===== src/rtl/geofence_pkg.sv =====
`default_nettype none
// +--------------------------------------------------------------------------+
// | Module      : geofence_pkg                                               |
// | Description : Shared constants and FSM state type for the geofence       |
// |               feeder (host-side transmitter for the geofence engine).    |
// | Revision    : 1.0 - initial release                                      |
// +--------------------------------------------------------------------------+
package geofence_pkg;

  localparam int GF_COORD_W = 10;   // engine X/Y coordinate width
  localparam int GF_NPTS    = 7;    // 1 test point + 6 fence vertices
  localparam int GF_TIMEOUT = 255;  // WAIT cycles before the job is aborted
  localparam int GF_IDX_W   = 3;    // point index width

  typedef enum logic [2:0] {
    ST_IDLE = 3'd0,
    ST_RST  = 3'd1,
    ST_SEND = 3'd2,
    ST_WAIT = 3'd3,
    ST_DONE = 3'd4
  } gf_state_e;

endpackage : geofence_pkg
`default_nettype wire


===== src/rtl/geofence_feeder_if.sv =====
`default_nettype none
// +--------------------------------------------------------------------------+
// | Module      : geofence_feeder_if                                         |
// | Description : Host write/start/result bus plus the engine X/Y stream     |
// |               and result handshake. master = host/engine side,           |
// |               slave = feeder.                                            |
// | Revision    : 1.0 - initial release                                      |
// +--------------------------------------------------------------------------+
interface geofence_feeder_if #(
  parameter int COORD_W = geofence_pkg::GF_COORD_W
);
  // host side
  logic               wr_en;
  logic [2:0]         wr_idx;
  logic [COORD_W-1:0] wr_x;
  logic [COORD_W-1:0] wr_y;
  logic               start;
  logic               busy;
  logic               res_valid;
  logic               res_inside;
  logic               res_timeout;
  // engine side
  logic               gf_reset;
  logic [COORD_W-1:0] gf_x;
  logic [COORD_W-1:0] gf_y;
  logic               gf_valid;
  logic               gf_is_inside;

  modport master (
    output wr_en, wr_idx, wr_x, wr_y, start, gf_valid, gf_is_inside,
    input  busy, res_valid, res_inside, res_timeout, gf_reset, gf_x, gf_y
  );

  modport slave (
    input  wr_en, wr_idx, wr_x, wr_y, start, gf_valid, gf_is_inside,
    output busy, res_valid, res_inside, res_timeout, gf_reset, gf_x, gf_y
  );
endinterface : geofence_feeder_if
`default_nettype wire


===== src/rtl/geofence_pt_rf.sv =====
`default_nettype none
// +--------------------------------------------------------------------------+
// | Module      : geofence_pt_rf                                             |
// | Description : NPTS x (2*COORD_W) point register file, one write port     |
// |               and one combinational read port. Not cleared by reset.     |
// | Revision    : 1.0 - initial release                                      |
// +--------------------------------------------------------------------------+
module geofence_pt_rf
  import geofence_pkg::*;
#(
  parameter int COORD_W = GF_COORD_W,
  parameter int NPTS    = GF_NPTS
) (
  input  logic                clk,
  input  logic                wr_en_i,
  input  logic [GF_IDX_W-1:0] wr_idx_i,
  input  logic [COORD_W-1:0]  wr_x_i,
  input  logic [COORD_W-1:0]  wr_y_i,
  input  logic [GF_IDX_W-1:0] rd_idx_i,
  output logic [COORD_W-1:0]  rd_x_o,
  output logic [COORD_W-1:0]  rd_y_o
);

  localparam logic [GF_IDX_W-1:0] LAST_IDX = GF_IDX_W'(NPTS - 1);

  logic [2*COORD_W-1:0] mem_q [NPTS];

  // Write port: indices beyond the last point are dropped.
  always_ff @(posedge clk) begin
    if (wr_en_i && (wr_idx_i <= LAST_IDX)) begin
      mem_q[wr_idx_i] <= {wr_x_i, wr_y_i};
    end
  end

  // Read port: out-of-range index reads as zero.
  always_comb begin
    rd_x_o = '0;
    rd_y_o = '0;
    if (rd_idx_i <= LAST_IDX) begin
      {rd_x_o, rd_y_o} = mem_q[rd_idx_i];
    end
  end

endmodule : geofence_pt_rf
`default_nettype wire


===== src/rtl/geofence_feeder.sv =====
`default_nettype none
// +--------------------------------------------------------------------------+
// | Module      : geofence_feeder                                            |
// | Description : Frames the geofence engine with a one-cycle reset, streams |
// |               the 7 job points, waits for the engine result (with        |
// |               timeout) and reports it to the host. Outputs registered.   |
// | Revision    : 1.0 - initial release                                      |
// +--------------------------------------------------------------------------+
module geofence_feeder
  import geofence_pkg::*;
#(
  parameter int COORD_W = GF_COORD_W,
  parameter int NPTS    = GF_NPTS,
  parameter int TIMEOUT = GF_TIMEOUT
) (
  input  logic              clk,
  input  logic              reset,
  geofence_feeder_if.slave  bus
);

  // idx is one ahead of the point on the bus; reaching NPTS means the
  // last point is currently being driven.
  localparam logic [GF_IDX_W-1:0] END_IDX  = GF_IDX_W'(NPTS);
  localparam logic [7:0]          TMO_LAST = 8'(TIMEOUT - 1);

  gf_state_e             state_q, state_d;
  logic [GF_IDX_W-1:0]   idx_q, idx_d;
  logic [7:0]            timer_q, timer_d;
  logic                  busy_q, busy_d;
  logic                  gf_reset_q, gf_reset_d;
  logic [COORD_W-1:0]    gf_x_q, gf_x_d;
  logic [COORD_W-1:0]    gf_y_q, gf_y_d;
  logic                  res_valid_q, res_valid_d;
  logic                  res_inside_q, res_inside_d;
  logic                  res_timeout_q, res_timeout_d;

  logic                  wr_en_w;
  logic [COORD_W-1:0]    rd_x_w, rd_y_w;

  // The host may only rewrite the job while nothing is in flight.
  assign wr_en_w = bus.wr_en && !busy_q;

  geofence_pt_rf #(
    .COORD_W (COORD_W),
    .NPTS    (NPTS)
  ) u_pt_rf (
    .clk      (clk),
    .wr_en_i  (wr_en_w),
    .wr_idx_i (bus.wr_idx),
    .wr_x_i   (bus.wr_x),
    .wr_y_i   (bus.wr_y),
    .rd_idx_i (idx_q),
    .rd_x_o   (rd_x_w),
    .rd_y_o   (rd_y_w)
  );

  // State and registered outputs; reset aborts any job and holds the engine in reset.
  always_ff @(posedge clk) begin
    if (reset) begin
      state_q       <= ST_IDLE;
      idx_q         <= '0;
      timer_q       <= '0;
      busy_q        <= 1'b0;
      gf_reset_q    <= 1'b1;
      gf_x_q        <= '0;
      gf_y_q        <= '0;
      res_valid_q   <= 1'b0;
      res_inside_q  <= 1'b0;
      res_timeout_q <= 1'b0;
    end else begin
      state_q       <= state_d;
      idx_q         <= idx_d;
      timer_q       <= timer_d;
      busy_q        <= busy_d;
      gf_reset_q    <= gf_reset_d;
      gf_x_q        <= gf_x_d;
      gf_y_q        <= gf_y_d;
      res_valid_q   <= res_valid_d;
      res_inside_q  <= res_inside_d;
      res_timeout_q <= res_timeout_d;
    end
  end

  // Next state and next output values, computed one cycle ahead so every output is a flop.
  always_comb begin
    state_d       = state_q;
    idx_d         = idx_q;
    timer_d       = '0;
    gf_x_d        = '0;
    gf_y_d        = '0;
    res_valid_d   = 1'b0;
    res_inside_d  = 1'b0;
    res_timeout_d = 1'b0;

    case (state_q)
      ST_IDLE: begin
        idx_d = '0;
        if (bus.start) begin
          state_d = ST_RST;
        end
      end
      ST_RST: begin
        // idx is 0 here, so point 0 follows the reset pulse directly.
        state_d = ST_SEND;
        gf_x_d  = rd_x_w;
        gf_y_d  = rd_y_w;
        idx_d   = idx_q + 1'b1;
      end
      ST_SEND: begin
        if (idx_q == END_IDX) begin
          state_d = ST_WAIT;
        end else begin
          gf_x_d = rd_x_w;
          gf_y_d = rd_y_w;
          idx_d  = idx_q + 1'b1;
        end
      end
      ST_WAIT: begin
        // A valid on the final timeout cycle still counts as a result.
        if (bus.gf_valid) begin
          state_d      = ST_DONE;
          res_valid_d  = 1'b1;
          res_inside_d = bus.gf_is_inside;
        end else if (timer_q == TMO_LAST) begin
          state_d       = ST_DONE;
          res_valid_d   = 1'b1;
          res_timeout_d = 1'b1;
        end else begin
          timer_d = timer_q + 1'b1;
        end
      end
      ST_DONE: begin
        state_d = ST_IDLE;
      end
      default: begin
        state_d = ST_IDLE;
      end
    endcase

    busy_d     = (state_d != ST_IDLE);
    gf_reset_d = (state_d == ST_RST);
  end

  assign bus.busy        = busy_q;
  assign bus.gf_reset    = gf_reset_q;
  assign bus.gf_x        = gf_x_q;
  assign bus.gf_y        = gf_y_q;
  assign bus.res_valid   = res_valid_q;
  assign bus.res_inside  = res_inside_q;
  assign bus.res_timeout = res_timeout_q;

endmodule : geofence_feeder
`default_nettype wire

===== src/flat_wrapper.sv =====
// flat-port wrapper written by rule: the top's interface ports become plain ports
module geofence_feeder_flat import geofence_pkg::*;
#(
  parameter int COORD_W = GF_COORD_W,
  parameter int NPTS    = GF_NPTS,
  parameter int TIMEOUT = GF_TIMEOUT
)
  (clk, reset, bus_wr_en, bus_wr_idx, bus_wr_x, bus_wr_y, bus_start, bus_gf_valid, bus_gf_is_inside, bus_busy, bus_res_valid, bus_res_inside, bus_res_timeout, bus_gf_reset, bus_gf_x, bus_gf_y);
  geofence_feeder_if #(.COORD_W(COORD_W)) bus_i ();
  input  logic clk;
  input  logic reset;
  input wire logic [$bits(bus_i.wr_en)-1:0] bus_wr_en;
  input wire logic [$bits(bus_i.wr_idx)-1:0] bus_wr_idx;
  input wire logic [$bits(bus_i.wr_x)-1:0] bus_wr_x;
  input wire logic [$bits(bus_i.wr_y)-1:0] bus_wr_y;
  input wire logic [$bits(bus_i.start)-1:0] bus_start;
  input wire logic [$bits(bus_i.gf_valid)-1:0] bus_gf_valid;
  input wire logic [$bits(bus_i.gf_is_inside)-1:0] bus_gf_is_inside;
  output wire logic [$bits(bus_i.busy)-1:0] bus_busy;
  output wire logic [$bits(bus_i.res_valid)-1:0] bus_res_valid;
  output wire logic [$bits(bus_i.res_inside)-1:0] bus_res_inside;
  output wire logic [$bits(bus_i.res_timeout)-1:0] bus_res_timeout;
  output wire logic [$bits(bus_i.gf_reset)-1:0] bus_gf_reset;
  output wire logic [$bits(bus_i.gf_x)-1:0] bus_gf_x;
  output wire logic [$bits(bus_i.gf_y)-1:0] bus_gf_y;
  assign bus_i.wr_en = bus_wr_en;
  assign bus_i.wr_idx = bus_wr_idx;
  assign bus_i.wr_x = bus_wr_x;
  assign bus_i.wr_y = bus_wr_y;
  assign bus_i.start = bus_start;
  assign bus_i.gf_valid = bus_gf_valid;
  assign bus_i.gf_is_inside = bus_gf_is_inside;
  assign bus_busy = bus_i.busy;
  assign bus_res_valid = bus_i.res_valid;
  assign bus_res_inside = bus_i.res_inside;
  assign bus_res_timeout = bus_i.res_timeout;
  assign bus_gf_reset = bus_i.gf_reset;
  assign bus_gf_x = bus_i.gf_x;
  assign bus_gf_y = bus_i.gf_y;
  geofence_feeder #(.COORD_W(COORD_W), .NPTS(NPTS), .TIMEOUT(TIMEOUT)) u_core (.clk(clk), .reset(reset), .bus(bus_i));
endmodule

===== config.mk =====
export PLATFORM = sky130hd
export DESIGN_NAME = geofence_feeder_flat
export DESIGN_NICKNAME = d
export VERILOG_FILES = /design/src/rtl/geofence_pkg.sv /design/src/rtl/geofence_feeder_if.sv /design/src/rtl/geofence_pt_rf.sv /design/src/rtl/geofence_feeder.sv /design/src/flat_wrapper.sv
export SDC_FILE = /design/constraint.sdc
export NUM_CORES = 1
export LEC_CHECK = 0
export BUFFER_PORTS_ARGS = -buffer_cell sky130_fd_sc_hd__buf_2
export CAP_MARGIN = 5
export CORE_UTILIZATION = 56
export DETAILED_ROUTE_END_ITERATION = 10
export GPL_TIMING_DRIVEN = 0
export PLACE_DENSITY_LB_ADDON = 0.08
export SLEW_MARGIN = 5
export SYNTH_ARGS = -nofsm -noshare
export SYNTH_HDL_FRONTEND = slang
export SYNTH_SLANG_ARGS = --single-unit

===== constraint.sdc =====
create_clock -name clk -period 4.15 [get_ports clk]
set_clock_uncertainty 0.15 [all_clocks]
set_input_delay 0.6225 -clock clk [delete_from_list [all_inputs] [get_ports clk]]
set_output_delay 0.6225 -clock clk [all_outputs]
set_load 0.03 [all_outputs]

; Yosys cells after proc, flatten, opt, wreduce, memory -nomap -nowiden
; Memories as Yosys holds them, arrays and structs flattened. A register that Yosys moved wholly into a read port is not among the register bits.
; Cells that the tools add are included.
[word_totals]
wordCells = 54
n_memories = 1
ram_bits = 140
output_inout_bits = 25
in_bits = 29
regBits = 39
[op_classes]
n_mux = 19
addsub = 2
n_reduce_logical = 11
order_cmp = 2
n_eq_ne = 7
bitwise_logic = 2
[mem_list]
columns = name, words, word_bits, rd, rd_clocked_by_memory_dff, write_ports, line_no
row1 = u_core.u_pt_rf.mem_q, 7, 20, 1, 1, 1, geofence_pt_rf.sv:26  ; logic [2*COORD_W-1:0] mem_q [NPTS];
[op_table]
columns = operator, count
row1 = $mux 10, 4
row2 = $pmux 10 s2, 2
row3 = $mux 3, 7
row4 = $pmux 3 s4, 1
row5 = $pmux 3 s3, 1
row6 = $add 8x1->8 const B, 1
row7 = $eq 8x8->1 const B, 1
row8 = $eq 3x1->1 const B, 2
row9 = $eq 3x2->1 const B, 2
row10 = $le 3x3->1 const B, 2
row11 = $reduce_bool 3->1, 2
row12 = $reduce_or 3->1, 2
row13 = $mux 1, 4
row14 = $reduce_or 4->1, 1
row15 = $add 3x1->3 const B, 1
row16 = $eq 3x3->1 const B, 1
row17 = $logic_not 3->1, 1
row18 = $logic_and 1x1->1, 2
row19 = $ne 2x2->1 const B, 1
row20 = $not 1->1, 2
row21 = $reduce_and 2->1, 1
row22 = $reduce_or 2->1, 1
row23 = $logic_not 1->1, 1

; Longest topological paths before layout
; Gate-level depths: netlist (run 1).
[depth]
depth_word = 5
ltp_mapped = 6

; By module
; From an unflattened synthesis (run 1), not the netlist that was laid out.
[unflattened]
cells_unflattened = 450
area_unflattened_um2 = 6942.9
[modules_own_cells]
columns = mod, cells_per_inst, n_inst, area_each_um2, seq_area_each_um2
row1 = geofence_pt_rf, 312, 1, 5539.1, 4204.0
row2 = geofence_feeder, 138, 1, 1403.8, 780.7

; Worst setup path before layout (run 1)
; OpenSTA, ideal clock, no wires.
[synth_path]
kind = input to register
start = in bus_wr_idx[0]
end = mem u_core.u_pt_rf.mem_q[0][0] (netlist name), enable pin
stages = 2
setup_ns = 0.422
setup_slack_ns = 1.040
t_arrival_ns = 2.537
path_cell_list = or3b_2 -> nor3_1
[synth_via]
elab_chain_cells = 4
[synth_lines]
columns = element, line_no
row1 = "start, declared", flat_wrapper.sv:13  ; input wire logic [$bits(bus_i.wr_idx)-1:0] bus_wr_idx;
row2 = $le 3x3->1, geofence_pt_rf.sv:30  ; if (wr_en_i && (wr_idx_i <= LAST_IDX)) begin
row3 = $logic_and 1x1->1, geofence_pt_rf.sv:30
row4 = $mux 1, geofence_pt_rf.sv:30
row5 = $mux 1 (not written as such), geofence_pt_rf.sv:31  ; mem_q[wr_idx_i] <= {wr_x_i, wr_y_i};
row6 = "end, declared", geofence_pt_rf.sv:26
; Several ways; a longest one is shown, not always the timed one.

; Final worst setup path (run 1)
[layout_path]
start = in bus_wr_idx[0]
end = mem u_core.u_pt_rf.mem_q[0][3] (netlist name), enable pin
; The elaborated chain is that of the path after synthesis.

==> results of run 1 <==
[cell usage after synthesis, types with 2 or more instances]
| cell type | number | area share [%] |
|---|---|---|
| edfxtp_1 | 140 | 62 |
| dfxtp_1 | 42 | 12 |
| mux2i_1 | 39 | 5.7 |
| a21oi_1 | 26 | 1.9 |
| nand2b_1 | 24 | 2.2 |
| mux2_2 | 20 | 3.3 |
| o211ai_1 | 20 | 2.2 |
| o22a_1 | 19 | 2.4 |
| buf_2 | 14 | 1.0 |
| nor2_1 | 12 | 0.66 |
| inv_1 | 6 | 0.33 |
| clkbuf_1 | 5 | 0.27 |
| ha_1 | 5 | 0.92 |
| nand2_1 | 5 | 0.27 |
| o21ai_0 | 5 | 0.37 |
| nand3_1 | 3 | 0.22 |
| and2_1 | 2 | 0.18 |
| buf_1 | 2 | 0.11 |
| nor3_1 | 2 | 0.15 |
| o2bb2ai_1 | 2 | 0.26 |
| o31ai_1 | 2 | 0.22 |
| or3b_2 | 2 | 0.26 |
| xor2_1 | 2 | 0.26 |
[critical path, stage by stage]
cell    delay (ns)
buf_2         0.10
or3b_2        0.55
nor3_2        0.52
buf_6         0.24
buf_4         0.18
[layout make-up]
cell class | count | area [um^2]
inverters | 6 | 22.5
repair buffers | 62 | 412
plain buffers | 21 | 96.3
well taps | 143 | 179
multi-input cells | 210 | 1700
clock buffers | 20 | 447
clock inverters | 12 | 153
fillers | 789 | 3610
flip-flops and latches | 182 | 5040
[metal layers]
metal | vias up | part of all wire, % | GRT usage, %
met3 | 17 | 3.5 | 4.43
li1 | 1778 | - | -
met4 | 2 | 1.5 | 11.0
met5 | - | 0.077 | 0
met1 | 1871 | 46 | 29.5
met2 | 80 | 49 | 36.1
[logic make-up (layout without fill, tap and decap cells)]
family          count (synthesis)  count (layout)  share of synthesized area [%]
xor+xnor                        3               3                          0.385
buf+inv                        27             121                           1.74
mux                            60              60                           9.34
compound gates                 82              82                           8.59
simple gates                   60              60                           5.22
flops                         182             182                           73.8
fa+ha+maj                       5               5                          0.915
[stage by stage]
step,std cells,setup WS (ns),power [mW],hold slack (ns)
2_1_floorplan,419,1.04,2.16,0.303
3_5_place_dp,624,1.42,2.24,0.334
4_1_cts,656,1.85,3.83,0.259
5_1_grt,656,1.80,3.90,0.268
3_3_place_gp,615,-0.644,2.23,0.321
6_report,656,1.91,3.80,0.272
[flip-flops by register name, summed over array words and instances, names as in the netlist, named ones only]
register and cells:
u_core.bus.gf_reset 1, u_core.bus.gf_y 10, u_core.bus.gf_x 10, u_core.idx_q 3, u_core.bus.res_inside 1, u_core.timer_q 8, u_core.bus.res_valid 1, u_core.bus.res_timeout 1
u_core.u_pt_rf.mem_q 140, u_core.bus.busy 1, u_core.state_q 3
[where the power goes]
part / internal, mW / switching [mW] / leakage (nW)
Combinational: 0.0691 / 0.125 / 0.796
Clock: 0.961 / 0.633 / 0.284
Sequential: 2.00 / 0.0103 / 1.61
[final timing paths]
kind                                   startpoint                    endpoint  slack (ns)  depth (start not counted)
worst min register to register  u_core.timer_q[0]           u_core.timer_q[0]        0.35                          1
worst max register to register    u_core.bus.busy  u_core.u_pt_rf.mem_q[0][3]        1.91                          4
worst max-delay path                bus_wr_idx[0]  u_core.u_pt_rf.mem_q[0][3]        1.91                          5
worst min-delay path             bus_gf_is_inside       u_core.bus.res_inside        0.27                          2
==> results list, run 1 <==
* Die Ht: 112 um
* Sequential element share of the synthesized area: 73.8%
- Post-DRT Antenna Nets: 0
- Req. time, crit path: 4.13 ns
- Entering global routing, the biggest net connects 21 pins.
- Count of clock tree sinks: 182
* Clock root buffer: clkbuf_16
- The die covers 12600 um^2.
- Num CTS Buffers: 17
* HPWL after detailed placement: 8.31 mm
- For the pin with the worst max-slew slack, the measured transition is 0.800 ns.
* Floorplan core area: 11700 um^2
- The number of slew-limit violations in the final report is 0.
* Time the final worst path needs with I/O delays and setup: 2.24 ns
- Summed over all cells, the static leakage comes to 2.69 nW.
* Post-synth EDFFs: 140
- Drt first-iter violations: 206
- Setup repair after global routing missed its margin: false
- From synthesis to final layout, the design area changed by 17.9%.
- IR analysis of the VDD net gives a maximum drop of 0.382 mV.
- The H-tree was split into 4 levels.
- TritonCTS built the clock tree.
- Buffers inserted to repair hold after CTS numbered 0.
- Endpoint class of the critical path: flip-flop
* Share of post-route cells with drive strength above 1: 27.1%
- In the finished design, the share of the clock period the worst path needs comes to 54.0%.
- Once layout is complete, the utilization of the core stands at 69.1%.
- Power per standard cell area: 471 nW/um^2
* Via count: 3748
* Leftover overflow at the end of global routing: 0
- Dividing the detail-routed via count by the number of cells gives 5.71.
* Status: finished, final reports clean
- The first global-routing pass estimated 20.2 mm of wire.
- During I/O placement, the number of pins put on the boundary was 54.
* Weighted congestion at the end of routability-driven global placement: 0.705
* Antenna cell count: 0
- In the layout the commonest cells are edfxtp_1, buf_2, dfxtp_1.
* Clk pin slew, worst setup/hold paths: 0.06 ns
- Number of violations of the max-capacitance limit: 0
* Critical path type: input pin to flip-flop
- The die is 112 um wide.
- For this run, the top clock speed supported by timing is 446 MHz.
- Number of detailed-route iterations in the first pass: 5
* Number of I/O port buffers: 53
- Count of unique library cells instantiated by Yosys: 43
* Max Buffers Root-to-Sink: 2
- Hold violation total from the final report: 0
- Final setup fails: 0
- The library cell used most frequently in the layout, excluding fill and tap cells, is edfxtp_1.
- Number of remaining DRC errors: 0
- At the worst endpoint, the arrival time is 2.23 ns.
- Relative max-transition margin: 46.5%
- Clock latency on the worst-skew pair: 0.43 ns
* Placed instance area: 7460 um^2
- Cell area after synthesis: 6830 um^2
- Hold/Removal Path Class: input pin to flip-flop
- Setup Buffers After CTS: 0
- For this block, the routed nets add up to 13.1 mm of wire.
* Number of gates given a new drive strength after cts: 0
* Number of core rows: 39
- In this run the worst path has a maximum fanout of 7.
* Number of nets produced by synthesis: 453
* Type of origin of the critical path: input pin
- Counting flops with an async set or reset pin after synthesis yields a share of 0%.
* Setup TNS: 0 ns
* Count of mapped cells out of synthesis: 419
* Total routing usage reported by global routing: 22.4%
- Routed wirelength normalized by instance count: 19.9 um
* Per-instance average area after synthesis: 16.3 um^2
* Initial standard-cell utilization of the core: 58.6%
- Total of flip-flops plus latches after synthesis: 182
* Main synth FF type: edfxtp_1
- The finished cells cover 8060 um^2.
* Yosys synthesis warning count: 0
- The final layout contains 534 nets.
- Antenna violations before repair: 1
- Vias in the first global route: 3787
(Power assumes the default switching activity.)
==> inputs of run 2 (changes only) <==
- clock period: 4.15 -> 2.2 ns (I/O delays scaled with it)
==> results list, run 2 (synthesis results as in run 1) <==
* Max FFs per register: 140 (unchanged)
* Count of clock tree sinks: 182 (unchanged)
* Clock root buffer: clkbuf_16
* HPWL after detailed placement: 8.25 mm (-0.74%)
- Initial standard-cell utilization of the core: 58.6% (unchanged)
- Antenna violations before repair: 0 (-1)
- The depth of the CTS H-tree came to 4 (unchanged).
- The total I/O pin count is 54 (unchanged).
* Type of origin of the critical path: flip-flop
* Critical path type: flip-flop to flip-flop
- The number of global-route vias before repair was 3949 (+4.3%).
- The register with the most flip-flops in the final layout is u_core.u_pt_rf.mem_q.
- Weighted congestion at the end of routability-driven global placement: 0.737 (+4.5%)
- The combined global-route utilization of all metal layers was 22.9% (+0.45 points).
- The relative slew slack came to 51.0% (+4.5 points).
- Number of core rows: 39 (unchanged)
- The pin count of the biggest net entering global routing came to 17 (-19%).
* Die Ht: 112 um (unchanged)
- Timing would allow up to 467 MHz.
- Number of remaining DRC errors: 0 (unchanged)
- The number of max-cap violations was 0 (unchanged).
- Drt first-iter violations: 254 (+23%)
- The CTS buffer count is 17 (unchanged).
* Worst setup slack after layout: 0.0599 ns (-1.85 ns)
* Slowest-stage cell, CP: nor3_4
* Req. time, crit path: 2.18 ns (-1.95 ns)
- Number of detailed-route iterations in the first pass: 5 (unchanged)
* Multi-input logic area: 1710 um^2 (+0.44%)
- Traced cell by cell, the critical path runs through or3b_2, nor3_4, buf_8.
- The count of endpoints failing hold in the final timing report was 0 (unchanged).
* Total area of sequential cells: 5040 um^2 (unchanged)
* Static Leak: 2.72 nW (+1.1%)
- The area of the die came to 12600 um^2 (unchanged).
- Largest stage delay on the critical path: 0.58 ns (+0.03 ns)
- Critical path arrival: 2.12 ns (-0.11 ns)
* Clock latency on the worst-skew pair: 0.42 ns (about the same)
- Final setup fails: 0 (unchanged)
- Status: finished, final reports clean
* Worst setup slack before clock tree synthesis: -0.146 ns (-1.56 ns)
- Number of I/O port buffers: 53 (unchanged)
- The layout cell share with drive strength beyond 1 was 26.8% (-0.26 points).
- TritonCTS built the clock tree.
* Antenna cell count: 0 (unchanged)
- Max VDD drop: 0.561 mV (+47%)
- Compared with the post-synthesis result, the final layout area differs by 19.0%.
- The post-detailed-route count of antenna-violating nets was 0 (unchanged).
- The vias per cell was 5.74 (+0.44%).
- Die extent in x: 112 um (unchanged)
- Part of the cycle the worst path needs: 97.3%
* # fillers: 755 (-4.3%)
- Leading cell type in the layout, fill and taps excluded: edfxtp_1
- Max Buffers Root-to-Sink: 2 (unchanged)
- Setup repair after global routing could not meet its margin everywhere.
- Leftover overflow at the end of global routing: 0 (unchanged)
- The number of slew-limit violations in the final report came to 0 (unchanged).
- Clk pin slew, worst setup/hold paths: 0.06 ns (about the same)
- The net count reported at finish was 539 (+0.94%).
- In the layout the commonest cells are edfxtp_1, buf_2, dfxtp_1.
* Power per standard cell area: 908 nW/um^2 (+93%)
* Detailed Route WL: 13.2 mm (+0.70%)
- The transition time at the pin with the least slew margin came to 0.734 ns (-0.0664 ns).
- The first-pass GRT wire length came to 20.9 mm (+3.5%).
- Routed wirelength normalized by instance count: 19.9 um (about the same)
* Hold/Removal Path Class: input pin to flip-flop
- The maximum net fanout on the critical path was 11 (+4).
- Via count: 3793 (+1.2%)
* Time the final worst path needs with I/O delays and setup: 2.14 ns
- Setup TNS: 0 ns (unchanged)
* Endpoint class of the critical path: flip-flop
- Floorplan core area: 11700 um^2 (unchanged)
[run 2: changes by cell type in the layout (fill, tap and decap cells not counted), sizes merged, moves of 2 or more]
cell	previous run	this run
buf	78	76
bufinv	3	5
clkinv	5	3
clkinvlp	3	5
dlygate4sd3	0	7
[run 2: final timing paths]
check | startpoint | end | slack [ns] | depth (start not counted)
max | u_core.bus.busy | u_core.u_pt_rf.mem_q[0][19] | 0.06 | 3
min reg2reg | u_core.timer_q[0] | u_core.timer_q[0] | 0.34 | 1
min | bus_wr_y[5] | u_core.u_pt_rf.mem_q[4][5] | 0.01 | 1
max reg2reg | u_core.bus.busy | u_core.u_pt_rf.mem_q[0][19] | 0.06 | 3
[run 2: through the flow]
stage | cells | power (mW) | area (um^2) | hold slack (ns) | util, %
after CTS | 661 | 7.42 | 8130 | 0.00123 | 69.7
after detailed placement | 622 | 4.23 | 7420 | 0.328 | 63.6
after floorplan | 419 | 4.07 | 6840 | 0.279 | -
after global routing | 661 | 7.58 | 8130 | 0.00951 | 69.7
final | 661 | 7.38 | 8130 | 0.0109 | 69.7
after global placement | 615 | 4.20 | 7290 | 0.320 | 62.5
[run 2: final cells by class]
type                       instances  area share [%]
sequential                       182            62.0
multi-input combinational        210            21.0
timing repair buffer              67            5.41
clock buffer                      19            5.32
clock inverter                    13            2.52
tap                              143            2.20
buffer                            21            1.22
inverter                           6           0.277
[run 2: critical path, delay by kind of cell (launching register included)]
kind          cells  cell delay, ns
simple gates      2            1.13
flops             1            0.31
buf+inv           1            0.25
[run 2: power by group]
part / total [mW] / switching (mW) / internal (mW)
sequential: 3.79 / 0.0199 / 3.77
clock: 3.22 / 1.21 / 2.01
combinational: 0.370 / 0.236 / 0.135
total: 7.38 / 1.47 / 5.91
[run 2: timing repair]
item                                   in CTS  in global routing
endpoints found under the hold margin      28                  0
setup buffers                               0                  0
gates resized for setup                     0                  5
setup endpoints to repair                   0                 16
hold buffers                                7                  0
[run 2: layer usage]
metal | up-vias | GRT usage [%] | share of wire (%)
met5 | - | 0 | 0
met4 | 0 | 10.5 | 1.8
met3 | 17 | 5.40 | 5.6
met2 | 113 | 37.6 | 49
met1 | 1875 | 29.1 | 44
li1 | 1788 | - | -
==> inputs of run 3 (changes only) <==
- RECOVER_POWER: unset -> 100
==> results list, run 3 (synthesis results as in run 1) <==
* Power, Total: 7.37 mW (-0.14%)
- Crit path max-delay family: simple AND/OR/NAND/NOR gates
- The height of the die is 112 um (unchanged).
* Number of I/O port buffers: 53 (unchanged)
* Hold/Removal Path Class: input pin to flip-flop
- Largest stage delay on the critical path: 0.59 ns (about the same)
- Drt first-iter violations: 205 (-19%)
- Counting flops per register, the top entry is u_core.u_pt_rf.mem_q.
- Most frequent cells in the layout: edfxtp_1, clkbuf_1, dfxtp_1
- Number of detailed-route iterations in the first pass: 7 (+2)
- Detailed Route WL: 13.2 mm (about the same)
- Crit path launch: u_core.bus.busy
- TritonCTS built the clock tree.
- The width of the chip is 112 um (unchanged).
* R2r startpoint: u_core.bus.busy
- The tightest hold margin was 0.0183 ns (+0.00738 ns).
- The worst-case vdd ir drop is 0.559 mV (-0.26%).
* Weighted congestion at the end of routability-driven global placement: 0.737 (unchanged)
* Status: finished, final reports clean
- The combined area of the multi-input logic cells came to 1690 um^2 (-1.2%).
- The worst setup path is launched from a flip-flop.
- The setup TNS after final layout came to 0 ns (unchanged).
- H-Tree Level Count: 4 (unchanged)
- The initial antenna violation count came to 0 (unchanged).
* Setup repair after global routing missed its margin: true
- Wire length of the first global-routing pass: 20.9 mm (unchanged)
* Setup Buffers After CTS: 0 (unchanged)
- Utilization of the core after routing: 69.1% (-0.67 points)
* Count of clock tree sinks: 182 (unchanged)
- The post-detailed-route count of antenna-violating nets came to 0 (unchanged).
- The post-CTS clock slew at the launch and capture registers of the worst setup and hold paths came to 0.06 ns (about the same).
* Max Buffers Root-to-Sink: 2 (unchanged)
- Max-slew violation total from the final report: 0 (unchanged)
- The arrival time at the worst endpoint came to 2.12 ns (about the same).
- Slew at the pin closest to its max-slew limit: 1.05 ns (+0.312 ns)
* Die area: 12600 um^2 (unchanged)
- Start point of the worst min-delay path: reset
* Per-cell via count in the routed design: 5.74 (unchanged)
- Clock latency on the worst-skew pair: 0.43 ns (about the same)
- Routed wirelength normalized by instance count: 19.9 um (about the same)
- The minimum period implied by the final worst setup slack came to 2.14 ns (-0.0000986 ns).
- Max FFs per register: 140 (unchanged)
- The core region area came to 11700 um^2 (unchanged).
- Share of post-route cells with drive strength above 1: 17.4% (-9.5 points)
- The antenna diode count is 0 (unchanged).
* Leading cell type in the layout, fill and taps excluded: edfxtp_1
* Vias in the first global route: 3949 (unchanged)
- The detailed placer's ending HPWL is 8.25 mm (unchanged).
- The net count reported at finish came to 539 (unchanged).
- The DRC violations left was 0 (unchanged).
- In this run the clock root is driven by a clkbuf_16.
- Total routing usage reported by global routing: 22.9% (unchanged)
* Initial standard-cell utilization of the core: 58.6% (unchanged)
- Among all stages on the critical path, the largest delay is contributed by nor3_4.
- The total power density per cell area is 915 nW/um^2 (+0.82%).
- Leftover overflow at the end of global routing: 0 (unchanged)
- Number of violations of the max-capacitance limit: 0 (unchanged)
- The static leakage power was 2.56 nW (-5.9%).
- Critical path type: flip-flop to flip-flop
* Via count: 3793 (unchanged)
- The count of endpoints failing hold in the final timing report is 0 (unchanged).
- The total I/O pin count is 54 (unchanged).
* Cell breakdown of the critical path: or3b_2, nor3_4, buf_8
* Req. time, crit path: 2.18 ns (about the same)
- CP Buf/Inv Count: 1 (unchanged)
- Part of the cycle the worst path needs: 97.3% (about the same)
* # fillers: 779 (+3.2%)
* Final setup fails: 0 (unchanged)
- Layout overhead on the synthesized area: 17.9%
- STA classifies the critical path endpoint as a flip-flop.
- Num CTS Buffers: 17 (unchanged)
- The total area of sequential cells is 5040 um^2 (unchanged).
- Number of core rows: 39 (unchanged)
- Timing-limited maximum frequency: 467 MHz (about the same)
- Pin count of the biggest net entering global routing: 17 (unchanged)
- The relative slew slack was 30.0% (-21 points).
* Crit path max fanout: 11 (unchanged)
==> run 3: area by class of cell <==
cell class | instances | share of cell area [%]
clock buffers | 19 | 5.37
well taps | 143 | 2.22
repair buffers | 67 | 4.77
inverters | 6 | 0.280
clock inverters | 13 | 2.55
flip-flops and latches | 182 | 62.6
multi-input cells | 210 | 21.0
plain buffers | 21 | 1.21
==> run 3: stage by stage <==
step | std cells | worst slack [ns] | cell area (um^2)
finish | 661 | 0.0600 | 8060
global route | 661 | -0.00266 | 8060
CTS | 661 | 0.0128 | 8130
detailed placement | 622 | -0.146 | 7420
global placement | 615 | -0.988 | 7290
floorplan | 419 | -0.162 | 6840
==> run 3: per-layer routing <==
layer | track usage [%] | up-vias | routed length (um)
met5 | 0 | - | 0
met2 | 37.6 | 96 | 6440
met3 | 5.40 | 17 | 660
li1 | - | 1788 | -
met1 | 29.1 | 1892 | 5840
met4 | 10.5 | 0 | 222
==> run 3: timing repair <==
item	CTS	global route
resized for setup	0	5
endpoints found under the hold margin	28	0
hold buffers	7	0
setup endpoints to repair	0	16
==> run 3: final timing paths <==
check,end,slack (ns),cells past startpoint
max,u_core.u_pt_rf.mem_q[0][16],0.06,3
min,u_core.state_q[0],0.02,2
max reg2reg,u_core.u_pt_rf.mem_q[0][16],0.06,3
min reg2reg,u_core.timer_q[6],0.34,2
==> run 3: power breakdown <==
part | internal, mW | switching [mW] | total (mW)
Combinational | 0.122 | 0.236 | 0.358
Clock | 2.01 | 1.22 | 3.22
Sequential | 3.77 | 0.0205 | 3.79
